## config.mk

```make
export PLATFORM = sky130hd
export DESIGN_NAME = pipe_reg_chain
export DESIGN_NICKNAME = d
export VERILOG_FILES = /design/src/rtl/pipe_reg_pkg.sv /design/src/rtl/pipe_stage.sv /design/src/rtl/pipe_reg_chain.sv
export SDC_FILE = /design/constraint.sdc
export NUM_CORES = 1
export LEC_CHECK = 0
export CELL_PAD_IN_SITES_DETAIL_PLACEMENT = 0
export CELL_PAD_IN_SITES_GLOBAL_PLACEMENT = 1
export CORE_ASPECT_RATIO = 0.6
export CORE_MARGIN = 3
export CORE_UTILIZATION = 41
export DETAILED_ROUTE_END_ITERATION = 6
export PLACE_DENSITY = 0.85
export SLEW_MARGIN = 20
export SYNTH_ARGS = -nofsm -noshare
export SYNTH_HDL_FRONTEND = slang
export SYNTH_HIERARCHICAL = 1
export SYNTH_SLANG_ARGS = --single-unit
```

## constraint.sdc

```tcl
create_clock -name clk -period 2.1 [get_ports clk]
set_input_delay 0.21 -clock clk [delete_from_list [all_inputs] [get_ports clk]]
set_output_delay 0.21 -clock clk [all_outputs]
set_load 0.01 [all_outputs]
```

## src/rtl/pipe_reg_pkg.sv

```systemverilog
// pipe_reg_pkg
// Shared definitions for the elastic register pipeline (pipe_reg_chain).
//   clog2_p1(depth) : bit width needed to hold a count of 0..depth
//   STALL_CNT_W     : width of the optional output-stall counter
package pipe_reg_pkg;

  localparam int STALL_CNT_W = 16;

  function automatic int clog2_p1(input int depth);
    return $clog2(depth + 1);
  endfunction

endpackage

```

## src/rtl/pipe_stage.sv

```systemverilog
// pipe_stage
// One pipeline slot: a WIDTH-bit data register plus its valid bit.
// Ports:
//   clk, rst          clock, asynchronous active-high reset
//   load              capture d_data/d_valid on this edge
//   clr               clear the valid bit (wins over load), data untouched
//   d_data, d_valid   incoming word
//   q_data, q_valid   stored word
module pipe_stage #(
  parameter int               WIDTH   = 32,
  parameter logic [WIDTH-1:0] RST_VAL = '0
) (
  input  logic             clk,
  input  logic             rst,
  input  logic             load,
  input  logic             clr,
  input  logic [WIDTH-1:0] d_data,
  input  logic             d_valid,
  output logic [WIDTH-1:0] q_data,
  output logic             q_valid
);

  always_ff @(posedge clk or posedge rst) begin
    if (rst) begin
      q_data  <= RST_VAL;
      q_valid <= 1'b0;
    end else if (clr) begin
      q_valid <= 1'b0;
    end else if (load) begin
      q_data  <= d_data;
      q_valid <= d_valid;
    end
  end

endmodule

```

## src/rtl/pipe_reg_chain.sv

```systemverilog
// pipe_reg_chain
// Parametrised elastic register pipeline: DEPTH stages of WIDTH-bit data,
// valid/ready handshake on both ends, synchronous flush, global freeze enable.
// Empty stages always accept from upstream, so bubbles collapse while the
// output is stalled.
// Ports:
//   clk, rst                       clock, asynchronous active-high reset
//   enable                         0 freezes all state and masks the handshake
//   flush                          clears every valid bit on the next edge
//   in_valid, in_ready, in_data    upstream handshake (stage 0)
//   out_valid, out_ready, out_data downstream handshake (stage DEPTH-1)
//   occupancy                      registered count of valid stages
//   stall_cnt                      saturating count of stalled output cycles,
//                                  present only with PIPE_REG_CHAIN_STALL_CNT_EN
module pipe_reg_chain
  import pipe_reg_pkg::*;
#(
  parameter int               WIDTH   = 32,
  parameter int               DEPTH   = 2,
  parameter logic [WIDTH-1:0] RST_VAL = '0
) (
  input  logic                         clk,
  input  logic                         rst,
  input  logic                         enable,
  input  logic                         flush,
  input  logic                         in_valid,
  output logic                         in_ready,
  input  logic [WIDTH-1:0]             in_data,
  output logic                         out_valid,
  input  logic                         out_ready,
  output logic [WIDTH-1:0]             out_data,
  output logic [clog2_p1(DEPTH)-1:0]   occupancy
`ifdef PIPE_REG_CHAIN_STALL_CNT_EN
  ,
  output logic [STALL_CNT_W-1:0]       stall_cnt
`endif
);

  localparam int OCC_W = clog2_p1(DEPTH);

  logic                 run;
  logic [DEPTH:0]       adv;
  logic [DEPTH-1:0]     valid_q;
  logic [DEPTH-1:0]     src_valid;
  logic [DEPTH-1:0]     valid_nxt;
  logic [WIDTH-1:0]     data_q   [DEPTH];
  logic [WIDTH-1:0]     src_data [DEPTH];
  logic [OCC_W-1:0]     occ_nxt;
  logic [OCC_W-1:0]     occ_q;

  assign run = enable & ~flush;

  // Ready ripples combinationally from the output back to stage 0: a stage
  // moves if it is empty or the stage below it moves this cycle.
  always_comb begin
    adv        = '0;
    adv[DEPTH] = out_ready;
    for (int i = DEPTH - 1; i >= 0; i--) begin
      adv[i] = run & (~valid_q[i] | adv[i+1]);
    end
  end

  always_comb begin
    src_data[0]  = in_data;
    src_valid[0] = in_valid;
    for (int i = 1; i < DEPTH; i++) begin
      src_data[i]  = data_q[i-1];
      src_valid[i] = valid_q[i-1];
    end
  end

  for (genvar g = 0; g < DEPTH; g++) begin : g_stage
    pipe_stage #(
      .WIDTH   (WIDTH),
      .RST_VAL (RST_VAL)
    ) u_stage (
      .clk     (clk),
      .rst     (rst),
      .load    (adv[g]),
      .clr     (flush),
      .d_data  (src_data[g]),
      .d_valid (src_valid[g]),
      .q_data  (data_q[g]),
      .q_valid (valid_q[g])
    );
  end

  // Occupancy is the popcount of the valid bits as they will be after this
  // edge, so it updates on the same edge as the stages themselves.
  always_comb begin
    valid_nxt = '0;
    occ_nxt   = '0;
    for (int i = 0; i < DEPTH; i++) begin
      if (flush)       valid_nxt[i] = 1'b0;
      else if (adv[i]) valid_nxt[i] = src_valid[i];
      else             valid_nxt[i] = valid_q[i];
      occ_nxt = occ_nxt + OCC_W'(valid_nxt[i]);
    end
  end

  always_ff @(posedge clk or posedge rst) begin
    if (rst) occ_q <= '0;
    else     occ_q <= occ_nxt;
  end

  // rst gates in_ready directly so upstream never sees ready during reset.
  assign in_ready  = adv[0] & ~rst;
  assign out_valid = valid_q[DEPTH-1] & run;
  assign out_data  = data_q[DEPTH-1];
  assign occupancy = occ_q;

`ifdef PIPE_REG_CHAIN_STALL_CNT_EN
  logic [STALL_CNT_W-1:0] stall_q;

  always_ff @(posedge clk or posedge rst) begin
    if (rst) begin
      stall_q <= '0;
    end else if (valid_q[DEPTH-1] & run & ~out_ready & (stall_q != '1)) begin
      stall_q <= stall_q + STALL_CNT_W'(1);
    end
  end

  assign stall_cnt = stall_q;
`endif

endmodule
```

; ---- Yosys cells after proc, flatten, opt, wreduce, memory -nomap -nowiden
; Cells that the tools add are included.
[classes]
n_bitwise = 11
multipliers = 0
mux = 4
n_lt_le_gt_ge = 0
n_eq_ne = 0
reduce_logical = 2
n_div = 0
n_addsub = 1
n_shift = 0
[op_table]
columns = cell, n
row1 = 1-bit AND, 5
row2 = 1-bit two-way mux, 4
row3 = 1-bit inverter, 4
row4 = 2-bit AND reduction, 2
row5 = 1-bit by 1-bit adder with 2-bit output, 1
row6 = 1-bit OR, 2
[word_totals]
memories = 0
latchBits = 0
register_bits = 68
input_bits = 38
rom_bits = 0
out_inout_bits = 36
word_cells = 23
mem_bits_rw = 0

; ---- Logic depth before layout (Yosys ltp)
[logic_depth]
word_depth = 8
ltp_mapped = 6
mapped_depth_nobuf = 4

; ---- Hierarchy
; Netlist, hierarchy kept.
[by_module_without_submodules]
columns = mod, instances, cells_each, seq_area_each_um2, area_per_inst_um2
row1 = pipe_stage, 2, 73, 825.8, 1401.3
row2 = pipe_reg_chain, 1, 17, 50.0, 146.4

; ---- Worst setup path after synthesis
; Ideal clock, no wire load.
[synth_path]
path_kind = register to register
from = register g_stage[1].u_stage.q_valid
to = register g_stage[0].u_stage.q_data[0]
synth_period_minus_slack_ps = 1578
path_buffers = 2
setup_time_ps = 125
path_slack_ps = 522
arrival_ps = 1453
required_time_ps = 1975
path_stages_with_launch = 7
cell_sequence = dfrtp_1 nor2b_1 a21oi_1 nor2b_4 buf_6 buf_12 mux2_4
[synth_via]
elab_chain_len = 6
[synth_lines]
columns = element, line_no
row1 = from (decl), pipe_stage.sv:20  ; output logic q_valid
row2 = from (signal assigned), pipe_stage.sv:31  ; q_valid <= d_valid;
row3 = 1-bit inverter, pipe_reg_chain.sv:59  ; adv[i] = run & (~valid_q[i] | adv[i+1]);
row4 = 1-bit OR, pipe_reg_chain.sv:59
row5 = 1-bit AND, pipe_reg_chain.sv:59
row6 = 1-bit OR, pipe_reg_chain.sv:59
row7 = 1-bit AND, pipe_reg_chain.sv:59
row8 = named net adv[0], pipe_reg_chain.sv:42  ; logic [DEPTH:0] adv;
row9 = 2-bit AND reduction (no source line), --
row10 = to (signal assigned), pipe_stage.sv:30  ; q_data <= d_data;
row11 = to (decl), pipe_stage.sv:19  ; output logic [WIDTH-1:0] q_data,
; The timed path passes the listed nets, and every way through them passes these cells.
; A chain may end at the register's enable or synchronous reset.

; ---- Final worst setup path
[layout_path]
from = register g_stage[0].u_stage.q_valid
to = output in_ready
[layout_via]
elab_chain_len = 4
[layout_lines]
columns = element, line_no
row1 = from (decl), pipe_stage.sv:20
row2 = from (signal assigned), pipe_stage.sv:31
row3 = 1-bit inverter, pipe_reg_chain.sv:59
row4 = 1-bit OR, pipe_reg_chain.sv:59
row5 = 1-bit AND, pipe_reg_chain.sv:59
row6 = 1-bit AND, pipe_reg_chain.sv:107  ; assign in_ready = adv[0] & ~rst;
row7 = to (decl), pipe_reg_chain.sv:27  ; output logic in_ready,
; Every way passes these cells.

==> results_dict.tcl <==
set metrics [dict create \
    status "finished, final reports clean" \
    sw_frac_of_total_pct 23.7 \
    place_congestion 0.713 \
    clk_path_buf_depth 2 \
    ys_types 17 \
    cp_data_arrival_time_ns 1.65 \
    via_count 1606 \
    r2r_start "g_stage[1].u_stage/q_valid" \
    drc 0 \
    p_total_uw 4560 \
    syn_avg_cell_area_sq_um 18.1 \
    ioPinCount 74 \
    fin_skew_ns 0.00432 \
    ant_nets 0 \
    cts_sinks 68 \
    nets 288 \
    synth_top_cell_by_area "dfrtp_1" \
    power_density_nw_per_um2 1120 \
    viasPerCell 4.72 \
    cts_tree "yes" \
    grtUsageTotal_pct 15.4 \
    ctsHoldBuffers 0 \
    grt_max_degree 20 \
    grt_antenna_before_repair 0 \
    wl_per_cell_um 16.6 \
    grt_pass1_vias 1778 \
    cp_max_fo 6 \
    setup_ws_ns 0.241 \
    seq_power_share_pct 39.9 \
    cts_made_buffers 9 \
    clkPwrFrac_pct 34.8 \
    peakVddDrop_uv 482 \
    postSynthCellCount 163 \
    synth_nets 202 \
    p_switching_uw 1080 \
    worstPathRequired_ns 1.89 \
    synth_top_area_share_pct 57.7 \
    synth.ff_latch_count 68 \
    hpwl_um 3900 \
    r2r_slack_ns 0.40 \
    diodes 0 \
    rsz0062_at_grt "no" \
    post_cts_resize_count 0 \
    port_buffers 73 \
    hold_viol_final 0 \
    grt_overflow 0 \
    setup_viol_count_final 0 \
    drv_slew 0 \
    cts-root-buf "clkbuf_16" \
    fin_crit_ns 1.86 \
    relSlewSlack_pct 81.9 \
    rr_endpoint "g_stage[0].u_stage/q_data[8]" \
    placed_cell_area_sq_um 3770 \
    layout-drive-gt1-share_pct 36.8 \
    die_y_um 71.7 \
    drt_wl_total_um 5650 \
    htree_levels 3 \
    fillers 514 \
    cap_violations 0 \
    dieArea_sq_um 8280 \
    p_leak_uw 0.00182 \
    synth_area_sq_um 2950 \
    clk_latency_ns 0.32 \
    die_w_um 115 \
    postCtsSetupBuffers 0 \
    yosys-top-cells-area "dfrtp_1 58%, mux2_4 31%, buf_12 4.1%, mux2_2 1.5%, mux2i_1 1.0%" \
    drt_pass1_iterations 3 \
    holdCritPathClass "in -> async" \
    first_iter_violations 60 \
    pre_cts_slack_ns 0.126 \
    clkTransAtPathRegs_ns 0.05 \
    startpoint_type "flop" \
    max_freq_mhz 538 \
    syn2layout_area_growth_pct 38.5 \
    final.setup.tns_ns 0 \
    endpoint_kind "output port" \
    power.internal_uw 3480 \
    path_class "reg -> out" \
    synth_seq_area_share_pct 57.7 \
    start_util_pct 43.2 \
    r2r_cells 5 \
    pwr-share-comb_pct 25.3 \
    worstMarginPinSlew_ns 0.272 \
    synth_warnings 6 \
    grt_pass1_wl_um 9520 \
    final.period_utilization_pct 88.5 \
    fp-row-count 23 \
    coreArea_sq_um 6820 \
    fin_area_sq_um 4090 \
]
[power by group through the flow]
| stage | Sequential (uW) | Clock [uW] | Combinational (uW) |
|---|---|---|---|
| after global routing | 1870 | 1680 | 1220 |
| after global placement | 1830 | 0 | 1140 |
| after floorplan | 1890 | 0 | 525 |
| after detailed placement | 1840 | 0 | 1160 |
| after CTS | 1820 | 1630 | 1170 |
| final | 1820 | 1590 | 1150 |
[layout make-up]
type / count / area [sq um] / area share [%]
repair buffers: 83 / 856 / 20.9
multi-input cells: 83 / 1090 / 26.7
clock buffers: 9 / 225 / 5.51
inverters: 4 / 15.0 / 0.368
clock inverters: 6 / 88.8 / 2.17
well taps: 87 / 109 / 2.66
flip-flops and latches: 68 / 1700 / 41.7
[metrics by stage]
stage | cells | util, % | hold WS, ns
finish | 340 | 59.9 | 0.133
floorplan | 163 | - | -0.0488
global placement | 325 | 55.3 | 0.486
detailed placement | 325 | 55.3 | 0.491
CTS | 340 | 59.9 | 0.135
global route | 340 | 59.9 | 0.152
[how the worst max path moves through the flow]
stage	cells after the start	endpoint	startpoint
CTS	3	in_ready	g_stage[0].u_stage/q_valid
global route	3	in_ready	g_stage[0].u_stage/q_valid
floorplan	6	g_stage[0].u_stage/q_data[0]	g_stage[1].u_stage/q_valid
detailed placement	6	g_stage[0].u_stage/q_data[8]	flush
global placement	6	g_stage[0].u_stage/q_data[8]	flush
finish	3	in_ready	g_stage[0].u_stage/q_valid
[cell usage after synthesis]
cell      count
nand3b_1      1
nor3b_1       1
nor2_1        4
buf_12        6
a21oi_1       3
dfrtp_1      68
ha_1          1
buf_6         2
a21bo_2       1
mux2i_1       3
nand2_1       1
inv_1         4
nor2b_1       1
nor2b_4       2
mux2_2        4
nand2b_2      1
mux2_4       60
[registers in the layout (all words and copies together) (netlist names)]
signal / cells
occupancy: 2
g_stage.u_stage/q_data: 64
g_stage.u_stage/q_valid: 2
[placed cells by master, fill, tap and decap left out]
cell type,instances
bufinv_16,2
inv_6,1
nor2b_1,1
nor2b_4,2
buf_4,6
clkbuf_16,9
clkinv_2,1
nand3b_1,1
nor2_1,4
ha_1,1
a21oi_1,3
nand2b_2,1
clkinvlp_4,2
dfrtp_1,68
inv_1,4
clkdlybuf4s50_1,73
mux2_4,60
mux2_2,4
mux2i_1,3
buf_12,4
nand2_1,1
a21bo_2,1
nor3b_1,1
[per-layer routing]
layer	wire (um)	share of wire, %	track usage (%)	vias up
met3	387	6.9	5.49	7
met2	2280	40	20.3	53
met1	2920	52	22.7	801
met4	60	1.1	6.25	0
li1	-	-	-	745
met5	0	0	0	-
[worst max-delay path, stage by stage (launching register included)]
cell and delay, ns:
dfrtp_1 0.42, nand3b_1 0.12, nor3b_1 0.22, clkdlybuf4s50_1 0.57
[cells by family after synthesis]
logic type	share of synthesized area, %
flops	57.7
buf+inv	5.35
fa+ha+maj	0.424
compound gates	0.848
mux	33.1
simple gates	2.59
Note: power is estimated with default switching activity, not from simulation.
